[src/rtl/syzygy_adc_align_ctrl.sv]
// SYZYGY serial-LVDS ADC capture controller: SERDES reset sequencing, bitslip frame
// training, loss-of-frame recovery and sample qualification, all in the adc_data_clk domain.
module syzygy_adc_align_ctrl #(
   parameter int                     NUM_CH        = 2,
   parameter int                     DATA_WIDTH    = 16,
   parameter int                     FRAME_WIDTH   = 8,
   parameter logic [FRAME_WIDTH-1:0] FRAME_PATTERN = 8'hF0,
   parameter int                     HOLD_CYCLES   = 64,
   parameter int                     SLIP_SETTLE   = 4,
   parameter int                     CONFIRM_COUNT = 4,
   parameter int                     LOSS_LIMIT    = 3
) (
   input  logic                             clk,
   input  logic                             reset,
   input  logic                             locked,
   input  logic                             realign,
   input  logic [FRAME_WIDTH-1:0]           frame_word,
   input  logic [NUM_CH*DATA_WIDTH-1:0]     adc_data_in,
   output logic                             serdes_reset,
   output logic                             bitslip,
   output logic [$clog2(FRAME_WIDTH)-1:0]   bitslip_count,
   output logic [NUM_CH*DATA_WIDTH-1:0]     adc_data_out,
   output logic                             data_valid,
   output logic                             rdy,
   output logic                             align_error,
   output logic [15:0]                      frame_err_count
);

   localparam int SLIP_W  = $clog2(FRAME_WIDTH);
   localparam int CYC_MAX = (HOLD_CYCLES > SLIP_SETTLE) ? HOLD_CYCLES : SLIP_SETTLE;
   localparam int CYC_W   = $clog2(CYC_MAX + 1);
   localparam int MATCH_W = $clog2(CONFIRM_COUNT + 1);
   localparam int LOSS_W  = $clog2(LOSS_LIMIT + 1);

   localparam logic [SLIP_W-1:0]  SLIP_LAST   = SLIP_W'(FRAME_WIDTH - 1);
   localparam logic [CYC_W-1:0]   HOLD_LAST   = CYC_W'(HOLD_CYCLES - 1);
   localparam logic [CYC_W-1:0]   SETTLE_LAST = CYC_W'(SLIP_SETTLE - 1);
   localparam logic [MATCH_W-1:0] MATCH_LAST  = MATCH_W'(CONFIRM_COUNT - 1);
   localparam logic [LOSS_W-1:0]  LOSS_LAST   = LOSS_W'(LOSS_LIMIT - 1);

   typedef enum logic [2:0] {
      ST_WAIT_LOCK,
      ST_SETTLE,
      ST_CHECK,
      ST_SLIP,
      ST_SLIP_WAIT,
      ST_CONFIRM,
      ST_ALIGNED,
      ST_FAIL
   } state_t;

   state_t               state_reg;
   logic [CYC_W-1:0]     cyc_cnt_reg;
   logic [MATCH_W-1:0]   match_cnt_reg;
   logic [LOSS_W-1:0]    loss_cnt_reg;
   logic                 frame_match;

   assign frame_match = (frame_word == FRAME_PATTERN);

   // Outputs are updated on the same edge as the state they belong to, so rdy,
   // serdes_reset and bitslip line up exactly with the registered state.
   always_ff @(posedge clk) begin
      if (reset) begin
         state_reg       <= ST_WAIT_LOCK;
         cyc_cnt_reg     <= '0;
         match_cnt_reg   <= '0;
         loss_cnt_reg    <= '0;
         serdes_reset    <= 1'b1;
         bitslip         <= 1'b0;
         bitslip_count   <= '0;
         rdy             <= 1'b0;
         align_error     <= 1'b0;
         frame_err_count <= '0;
      end else begin
         bitslip <= 1'b0;
         if (!locked) begin
            state_reg    <= ST_WAIT_LOCK;
            serdes_reset <= 1'b1;
            rdy          <= 1'b0;
            align_error  <= 1'b0;
         end else if (realign && (state_reg != ST_WAIT_LOCK)) begin
            state_reg     <= ST_SETTLE;
            cyc_cnt_reg   <= '0;
            bitslip_count <= '0;
            rdy           <= 1'b0;
            align_error   <= 1'b0;
         end else begin
            case (state_reg)
               ST_WAIT_LOCK: begin
                  state_reg     <= ST_SETTLE;
                  serdes_reset  <= 1'b0;
                  cyc_cnt_reg   <= '0;
                  bitslip_count <= '0;
               end
               ST_SETTLE: begin
                  if (cyc_cnt_reg == HOLD_LAST) begin
                     state_reg <= ST_CHECK;
                  end else begin
                     cyc_cnt_reg <= cyc_cnt_reg + 1'b1;
                  end
               end
               ST_CHECK: begin
                  if (frame_match) begin
                     state_reg     <= ST_CONFIRM;
                     match_cnt_reg <= MATCH_W'(1);
                  end else if (bitslip_count == SLIP_LAST) begin
                     state_reg   <= ST_FAIL;
                     align_error <= 1'b1;
                  end else begin
                     state_reg     <= ST_SLIP;
                     bitslip       <= 1'b1;
                     bitslip_count <= bitslip_count + 1'b1;
                  end
               end
               ST_SLIP: begin
                  state_reg   <= ST_SLIP_WAIT;
                  cyc_cnt_reg <= '0;
               end
               ST_SLIP_WAIT: begin
                  if (cyc_cnt_reg == SETTLE_LAST) begin
                     state_reg <= ST_CHECK;
                  end else begin
                     cyc_cnt_reg <= cyc_cnt_reg + 1'b1;
                  end
               end
               ST_CONFIRM: begin
                  if (frame_match) begin
                     // The match on this cycle is the one that reaches CONFIRM_COUNT.
                     if (match_cnt_reg >= MATCH_LAST) begin
                        state_reg    <= ST_ALIGNED;
                        rdy          <= 1'b1;
                        loss_cnt_reg <= '0;
                     end else begin
                        match_cnt_reg <= match_cnt_reg + 1'b1;
                     end
                  end else if (bitslip_count == SLIP_LAST) begin
                     state_reg   <= ST_FAIL;
                     align_error <= 1'b1;
                  end else begin
                     state_reg     <= ST_SLIP;
                     bitslip       <= 1'b1;
                     bitslip_count <= bitslip_count + 1'b1;
                  end
               end
               ST_ALIGNED: begin
                  if (frame_match) begin
                     loss_cnt_reg <= '0;
                  end else begin
                     if (frame_err_count != 16'hFFFF) begin
                        frame_err_count <= frame_err_count + 16'd1;
                     end
                     // Retrain without touching the SERDES: the clock is still good.
                     if (loss_cnt_reg == LOSS_LAST) begin
                        state_reg     <= ST_SETTLE;
                        rdy           <= 1'b0;
                        cyc_cnt_reg   <= '0;
                        bitslip_count <= '0;
                     end else begin
                        loss_cnt_reg <= loss_cnt_reg + 1'b1;
                     end
                  end
               end
               ST_FAIL: begin
                  align_error <= 1'b1;
               end
               default: begin
                  state_reg    <= ST_WAIT_LOCK;
                  serdes_reset <= 1'b1;
                  rdy          <= 1'b0;
                  align_error  <= 1'b0;
               end
            endcase
         end
      end
   end

   generate
      for (genvar gi = 0; gi < NUM_CH; gi++) begin : g_ch
         logic [DATA_WIDTH-1:0] sample_reg;

         always_ff @(posedge clk) begin
            if (reset) begin
               sample_reg <= '0;
            end else begin
               sample_reg <= adc_data_in[gi*DATA_WIDTH +: DATA_WIDTH];
            end
         end

         assign adc_data_out[gi*DATA_WIDTH +: DATA_WIDTH] = sample_reg;
      end
   endgenerate

   // Gated by locked so valid drops on the same edge that the FSM leaves ALIGNED.
   always_ff @(posedge clk) begin
      if (reset) begin
         data_valid <= 1'b0;
      end else begin
         data_valid <= (state_reg == ST_ALIGNED) && locked && frame_match;
      end
   end

endmodule

[config.mk]
export PLATFORM = sky130hd
export DESIGN_NAME = syzygy_adc_align_ctrl
export DESIGN_NICKNAME = d
export VERILOG_FILES = /design/src/rtl/syzygy_adc_align_ctrl.sv
export SDC_FILE = /design/constraint.sdc
export NUM_CORES = 1
export LEC_CHECK = 0
export BUFFER_PORTS_ARGS = -buffer_cell sky130_fd_sc_hd__clkbuf_2
export CORE_UTILIZATION = 45
export CTS_CLUSTER_DIAMETER = 60
export DETAILED_ROUTE_END_ITERATION = 16
export GPL_TIMING_DRIVEN = 1
export PLACE_DENSITY_LB_ADDON = 0.05
export SETUP_SLACK_MARGIN = 0.15
export SLEW_MARGIN = 20
export SYNTH_ARGS = -nofsm -noshare
export SYNTH_HDL_FRONTEND = slang
export SYNTH_SLANG_ARGS = --single-unit
[constraint.sdc]
create_clock -name clk -period 2.1 [get_ports clk]
set_input_delay 0.42 -clock clk [delete_from_list [all_inputs] [get_ports clk]]
set_output_delay 0.42 -clock clk [all_outputs]
set_load 0.005 [all_outputs]
==> impl_metrics.py, run 1 <==
metrics = {
    "layout": {
        "drive_above_1_share": 0.401,
        "fillCellCount": 563,
        "nets": 530,
        "area.growth.synth_to_final_pct": 38.7,
        "stdcell_area_um2": 4320,
        "antenna_cells": 0,
        "largest_reg_flops": 32,
    },
    "critical_path": {
        "cp_top_family": "simple AND/OR/NAND/NOR gates",
        "reg2reg_from": "cyc_cnt_reg[1]",
        "arrival_ps": 2240,
        "cp_num_buf_inv": 1,
        "crit_path_end_kind": "flip-flop",
        "r2r_end": "cyc_cnt_reg[6]",
        "max_stage_delay_ps": 620,
        "endpoint": "cyc_cnt_reg[6]",
        "critPathSlowestCell": "or4b_2",
        "start_kind": "flip-flop",
        "worstRegToRegCells": 7,
        "cp.depth": 7,
        "rrSetupSlack_ps": 150,
        "cp-startpoint": "cyc_cnt_reg[1]",
        "cp_cell_sequence": "ha_2 -> or4b_4 -> o41ai_2 -> a21o_1 -> buf_12 -> or4b_2 -> a21oi_2",
        "required_ps": 2390,
        "critical_path_class": "reg2reg",
        "crit_fanout": 12,
    },
    "timing": {
        "whs_ps": 278,
        "rsz0062_at_grt": "true",
        "setup-tns-final_ps": 0,
        "finalCriticalPeriod_ps": 1950,
        "hold_violations": 0,
        "drv_slew": 0,
        "setup_viol": 0,
        "worst_slew_pin_slew_ps": 501,
        "slew_headroom": 0.662,
        "fmax_ghz": 0.512,
        "fin_skew_ps": 5.64,
        "finalCritPeriodShare": 0.930,
    },
    "detailed_routing": {
        "num_vias": 3000,
        "initialDrtViolationCount": 130,
        "wirelength_um": 7780,
        "vias_per_cell": 5.35,
        "dr.pass1.iters": 4,
        "wire_per_inst_um": 13.9,
        "remaining_drc_errors": 0,
        "antenna_left": 0,
    },
    "global_routing": {
        "overflow": 0,
        "antenna_found_initial": 0,
        "grt_usage": 0.221,
        "grt_pass1_vias": 2702,
        "grt_pass1_wl_um": 12700,
        "grt_max_degree": 65,
    },
    "die": {
        "die-height_um": 85.2,
        "std_cell_rows": 29,
        "start_util": 0.477,
        "dieArea_um2": 7260,
        "fp.dieW_um": 85.2,
        "ios": 100,
        "core_um2": 6530,
    },
    "min_path": {
        "hold_class": "in2reg",
        "holdPathStages": 2,
    },
    "clocking": {
        "cts_root_buffer": "clkbuf_8",
        "cts-buffers-inserted": 9,
        "cts_hold_buf": 0,
        "clock_sinks": 71,
        "clkLatencyLatePin_ps": 340,
        "cts_tree": "yes",
        "htreeDepth": 3,
        "path_clk_slew_ps": 90,
        "clockBufferDepth": 2,
    },
    "power_and_ir_drop": {
        "power.density_nw_per_um2": 622,
        "ir_drop_mv": 0.355,
        "p_total_mw": 2.69,
        "power_leakage_nw": 1.80,
    },
    "synth": {
        "ys_seq_elements": 71,
        "async_flop_share": 0,
        "synth_edf_count": 0,
        "syn_nets": 391,
        "ys_warn_count": 0,
        "synthCells": 340,
        "syn-cell-area_um2": 3120,
        "synth.avg_cell_area_um2": 9.17,
        "synth_cell_type_count": 53,
        "synthFlopType": "dfxtp_1",
        "ys_seq_area_frac": 0.456,
    },
    "place": {
        "routabilityCongestion": 0.878,
        "placedInstanceArea_um2": 3960,
        "post-dp-hpwl_um": 5580,
        "port_buffers": 99,
    },
    "outcome": {
        "status": "completed",
    },
    "run": {
        "maxCapViolCount": 0,
    },
}
[placed cells by master (no fill, tap or decap), types with 5 or more instances in the layout]
cell type,n
or4_1,7
nor3_1,5
inv_1,9
nand3_1,12
a21oi_1,16
dfxtp_1,66
buf_4,41
xnor2_1,10
clkbuf_8,9
ha_1,5
nor4_1,8
nor2b_1,35
nand2_1,14
nor2_1,24
o21ai_0,18
nand4_1,8
clkbuf_2,99
[worst min-delay path by stage]
stage	startpoint	end	slack (ps)
finish	adc_data_in[9]	g_ch[0].sample_reg[9]	280
global route	adc_data_in[9]	g_ch[0].sample_reg[9]	270
CTS	adc_data_in[1]	g_ch[0].sample_reg[1]	270
detailed placement	rdy	rdy	450
global placement	rdy	rdy	440
floorplan	cyc_cnt_reg[6]	cyc_cnt_reg[6]	450
[per-layer routing]
metal | GRT usage | part of all wire
met1 | 0.289 | 0.46
met2 | 0.365 | 0.48
met5 | 0 | 0
met4 | 0.0740 | 0.011
met3 | 0.0447 | 0.047
[per-stage QoR]
stage	instances	utilization	setup WS (ps)
2_1_floorplan	340	-	185
4_1_cts	557	0.643	154
3_5_place_dp	538	0.606	-46.4
5_1_grt	561	0.662	61.0
3_3_place_gp	538	0.606	-9.16
6_report	561	0.662	148
[final cells by class]
| cell class | count | area [µm²] | area share |
|---|---|---|---|
| clock inverters | 7 | 65.1 | 0.0150 |
| well taps | 77 | 96.3 | 0.0223 |
| inverters | 10 | 37.5 | 0.00868 |
| repair buffers | 145 | 886 | 0.205 |
| clock buffers | 9 | 124 | 0.0286 |
| flip-flops and latches | 71 | 1430 | 0.331 |
| multi-input cells | 242 | 1690 | 0.390 |
[cell families (layout without fill, tap and decap cells)]
kind of cell	Yosys count	count (layout)	share of synthesized area
adders and majority gates	7	7	0.0281
DFF	71	71	0.456
and+or+nand+nor	152	152	0.287
AOI/OAI and AO/OA	69	69	0.146
muxes	2	2	0.00682
xor gates and xnor gates	12	12	0.0337
buffers and inverters	27	171	0.0421
[power by group]
group / total (mW) / internal [mW] / switching, mW
Sequential: 1.40 / 1.38 / 0.0137
Clock: 1.03 / 0.450 / 0.577
Combinational: 0.264 / 0.135 / 0.129
Total: 2.69 / 1.97 / 0.720
[synth_stat cells (3+ instances only)]
cell type,count,area [µm²]
o41ai_1,4,35.0
buf_4,3,22.5
dfxtp_1,71,1420
o311ai_0,3,26.3
buf_2,3,15.0
nor3_1,7,35.0
or4_1,7,52.6
clkbuf_1,9,33.8
inv_1,10,37.5
nand3_1,12,60.1
a31oi_1,3,18.8
ha_1,7,87.6
a21oi_1,20,100
nand3b_1,4,30.0
nor2_1,24,90.1
xnor2_1,10,87.6
nor4_1,9,56.3
and3_1,3,18.8
o21ai_0,18,90.1
nor3b_1,4,30.0
or3_1,5,31.3
nor2b_1,35,219
nand2_1,15,56.3
nand2b_1,5,31.3
nand4_1,8,50.1
[what timing repair did]
action                                  in CTS  in global routing
setup buffers                                3                  4
pin swaps                                    4                  5
endpoints found under the setup margin      12                 19
gates resized for setup                     10                 20
Note: power is estimated with default switching activity, not from simulation.
==> run 2, diff against run 1 <==
--- a/config.mk
+++ b/config.mk
@@ -11,6 +11,7 @@
 export DETAILED_ROUTE_END_ITERATION = 16
 export GPL_TIMING_DRIVEN = 1
 export PLACE_DENSITY_LB_ADDON = 0.05
+export RECOVER_POWER = 50
 export SETUP_SLACK_MARGIN = 0.15
 export SLEW_MARGIN = 20
 export SYNTH_ARGS = -nofsm -noshare
==> constraint.sdc (replaced) <==
create_clock -name clk -period 2.1 [get_ports clk]
set_input_delay 0.315 -clock clk [delete_from_list [all_inputs] [get_ports clk]]
set_output_delay 0.315 -clock clk [all_outputs]
set_load 0.005 [all_outputs]
==> run 2 against run 1 <==
Net effect:
- sequential power hardly changed
- die area unchanged
- final cell count down 1.1%
- critical path depth stayed put
- sequential share of layout area grew 0.67 points
- core utilization is 1.1 points lower
- clock skew increased by 3.6 ps
- final area down 1.6%
- sequential cell count unchanged
- non-clock buffer count shrank 7
- largest cell class unchanged
- largest power group unchanged
==> impl_metrics.py, run 2 (synthesized netlist as in run 1, its figures left out) <==
metrics = {
    "die": {
        "core_um2": 6530,
        "start_util": 0.477,
        "dieArea_um2": 7260,
        "die-height_um": 85.2,
        "fp.dieW_um": 85.2,
        "ios": 100,
        "std_cell_rows": 29,
    },
    "clocking": {
        "clkLatencyLatePin_ps": 350,
        "clock_sinks": 71,
        "cts_tree": "yes",
        "cts_hold_buf": 0,
        "clockBufferDepth": 2,
        "cts_root_buffer": "clkbuf_8",
        "path_clk_slew_ps": 80,
        "htreeDepth": 3,
        "cts-buffers-inserted": 9,
    },
    "layout": {
        "fillCellCount": 591,
        "fin_util": 0.651,
        "area.growth.synth_to_final_pct": 36.5,
        "instances_no_fill": 555,
        "stdcell_area_um2": 4250,
        "antenna_cells": 0,
        "seq_area_um2": 1440,
        "final_cell_mix": "clkbuf_2 (83), dfxtp_1 (66), nor2b_1 (35), buf_4 (35), nor2_1 (24)",
        "final_common_cell": "clkbuf_2",
        "multi_input_area_um2": 1700,
        "nets": 524,
        "largest_reg_flops": 32,
        "drive_above_1_share": 0.358,
    },
    "detailed_routing": {
        "remaining_drc_errors": 0,
        "wire_per_inst_um": 14.3,
        "vias_per_cell": 5.33,
        "initialDrtViolationCount": 177,
        "wirelength_um": 7920,
        "num_vias": 2956,
        "antenna_left": 0,
        "dr.pass1.iters": 4,
    },
    "timing": {
        "setup_viol": 0,
        "timing.final.ws_setup_ps": 135,
        "finalCriticalPeriod_ps": 1970,
        "hold_violations": 0,
        "setup-tns-final_ps": 0,
        "rsz0062_at_grt": "true",
        "fin_skew_ps": 9.23,
        "drv_slew": 0,
        "slew_headroom": 0.141,
        "finalCritPeriodShare": 0.936,
        "fmax_ghz": 0.509,
        "worst_slew_pin_slew_ps": 1290,
    },
    "critical_path": {
        "cp_cell_sequence": "buf_4 -> xor2_2 -> o211ai_1 -> buf_4 -> nor2_1 -> o311ai_0 -> o41ai_2",
        "critPathSlowestCell": "dfxtp_4",
        "critical_path_class": "reg2reg",
        "cp_common_cell": "buf_4",
        "crit_path_end_kind": "flip-flop",
        "start_kind": "flip-flop",
        "rrSetupSlack_ps": 130,
        "required_ps": 2280,
        "crit_fanout": 7,
        "max_stage_delay_ps": 390,
        "arrival_ps": 2150,
    },
    "power_and_ir_drop": {
        "power.density_nw_per_um2": 651,
        "p_int_mw": 2.07,
        "p_sw_uw": 699,
        "switching_share": 0.253,
        "pwr-share-clk": 0.404,
        "ir_drop_mv": 0.477,
        "seq_power_share": 0.507,
        "power_frac_comb": 0.089,
        "power_leakage_nw": 1.73,
    },
    "global_routing": {
        "antenna_found_initial": 0,
        "grt_pass1_wl_um": 12200,
        "grt_pass1_vias": 2665,
        "grt_usage": 0.213,
        "grt_max_degree": 65,
        "overflow": 0,
    },
    "place": {
        "routabilityCongestion": 0.855,
        "post-dp-hpwl_um": 5500,
        "port_buffers": 99,
        "dpl_worst_slack_ps": -10.3,
        "placedInstanceArea_um2": 3870,
        "post-place-cells": 531,
    },
    "min_path": {
        "hold_class": "in2reg",
    },
    "run": {
        "maxCapViolCount": 0,
    },
    "outcome": {
        "status": "completed",
    },
}
[run 2: worst paths after layout]
path | from | cells after the start | endpoint
worst min-delay path | adc_data_in[29] | 2 | g_ch[1].sample_reg[13]
worst max-delay path | state_reg[2] | 7 | cyc_cnt_reg[2]
worst max register to register | state_reg[2] | 7 | cyc_cnt_reg[2]
worst min register to register | rdy | 2 | rdy
[run 2: critical path, delay by kind of cell (launching register included)]
family	cells	cell delay [ps]
AO/OA/AOI/OAI	3	860
flip-flops	1	390
XOR/XNOR	1	180
AND/OR/NAND/NOR	1	30
buffers and inverters	2	330
[run 2: routing by layer]
metal,part of all wire,global-route usage
met4,0.012,0.0724
met3,0.057,0.0691
met1,0.45,0.255
met2,0.48,0.361
met5,0,0
[run 2: final cells by class]
type	count	share of cell area
multi-input cells	243	0.401
clock buffers	9	0.0291
flip-flops and latches	71	0.337
well taps	77	0.0227
clock inverters	7	0.0188
repair buffers	138	0.182
inverters	10	0.00883
[run 2: timing repair]
item	CTS	global route
gates resized for setup	8	30
cloned	0	1
setup endpoints to repair	22	23
buffers inserted	0	7
pin swaps	1	7
hold endpoints to repair	0	0
[run 2: through the flow]
step | hold slack, ps | power [mW]
after floorplan | 401 | 1.55
after CTS | 157 | 2.78
after detailed placement | 456 | 1.66
final | 169 | 2.77
after global routing | 158 | 2.88
after global placement | 445 | 1.65
[run 2: power by group through the flow]
| stage | clock (mW) | combinational [mW] | sequential, mW |
|---|---|---|---|
| global route | 1.21 | 0.271 | 1.41 |
| CTS | 1.15 | 0.227 | 1.40 |
| global placement | 0 | 0.221 | 1.43 |
| floorplan | 0 | 0.117 | 1.43 |
| detailed placement | 0 | 0.223 | 1.43 |
| finish | 1.12 | 0.247 | 1.40 |
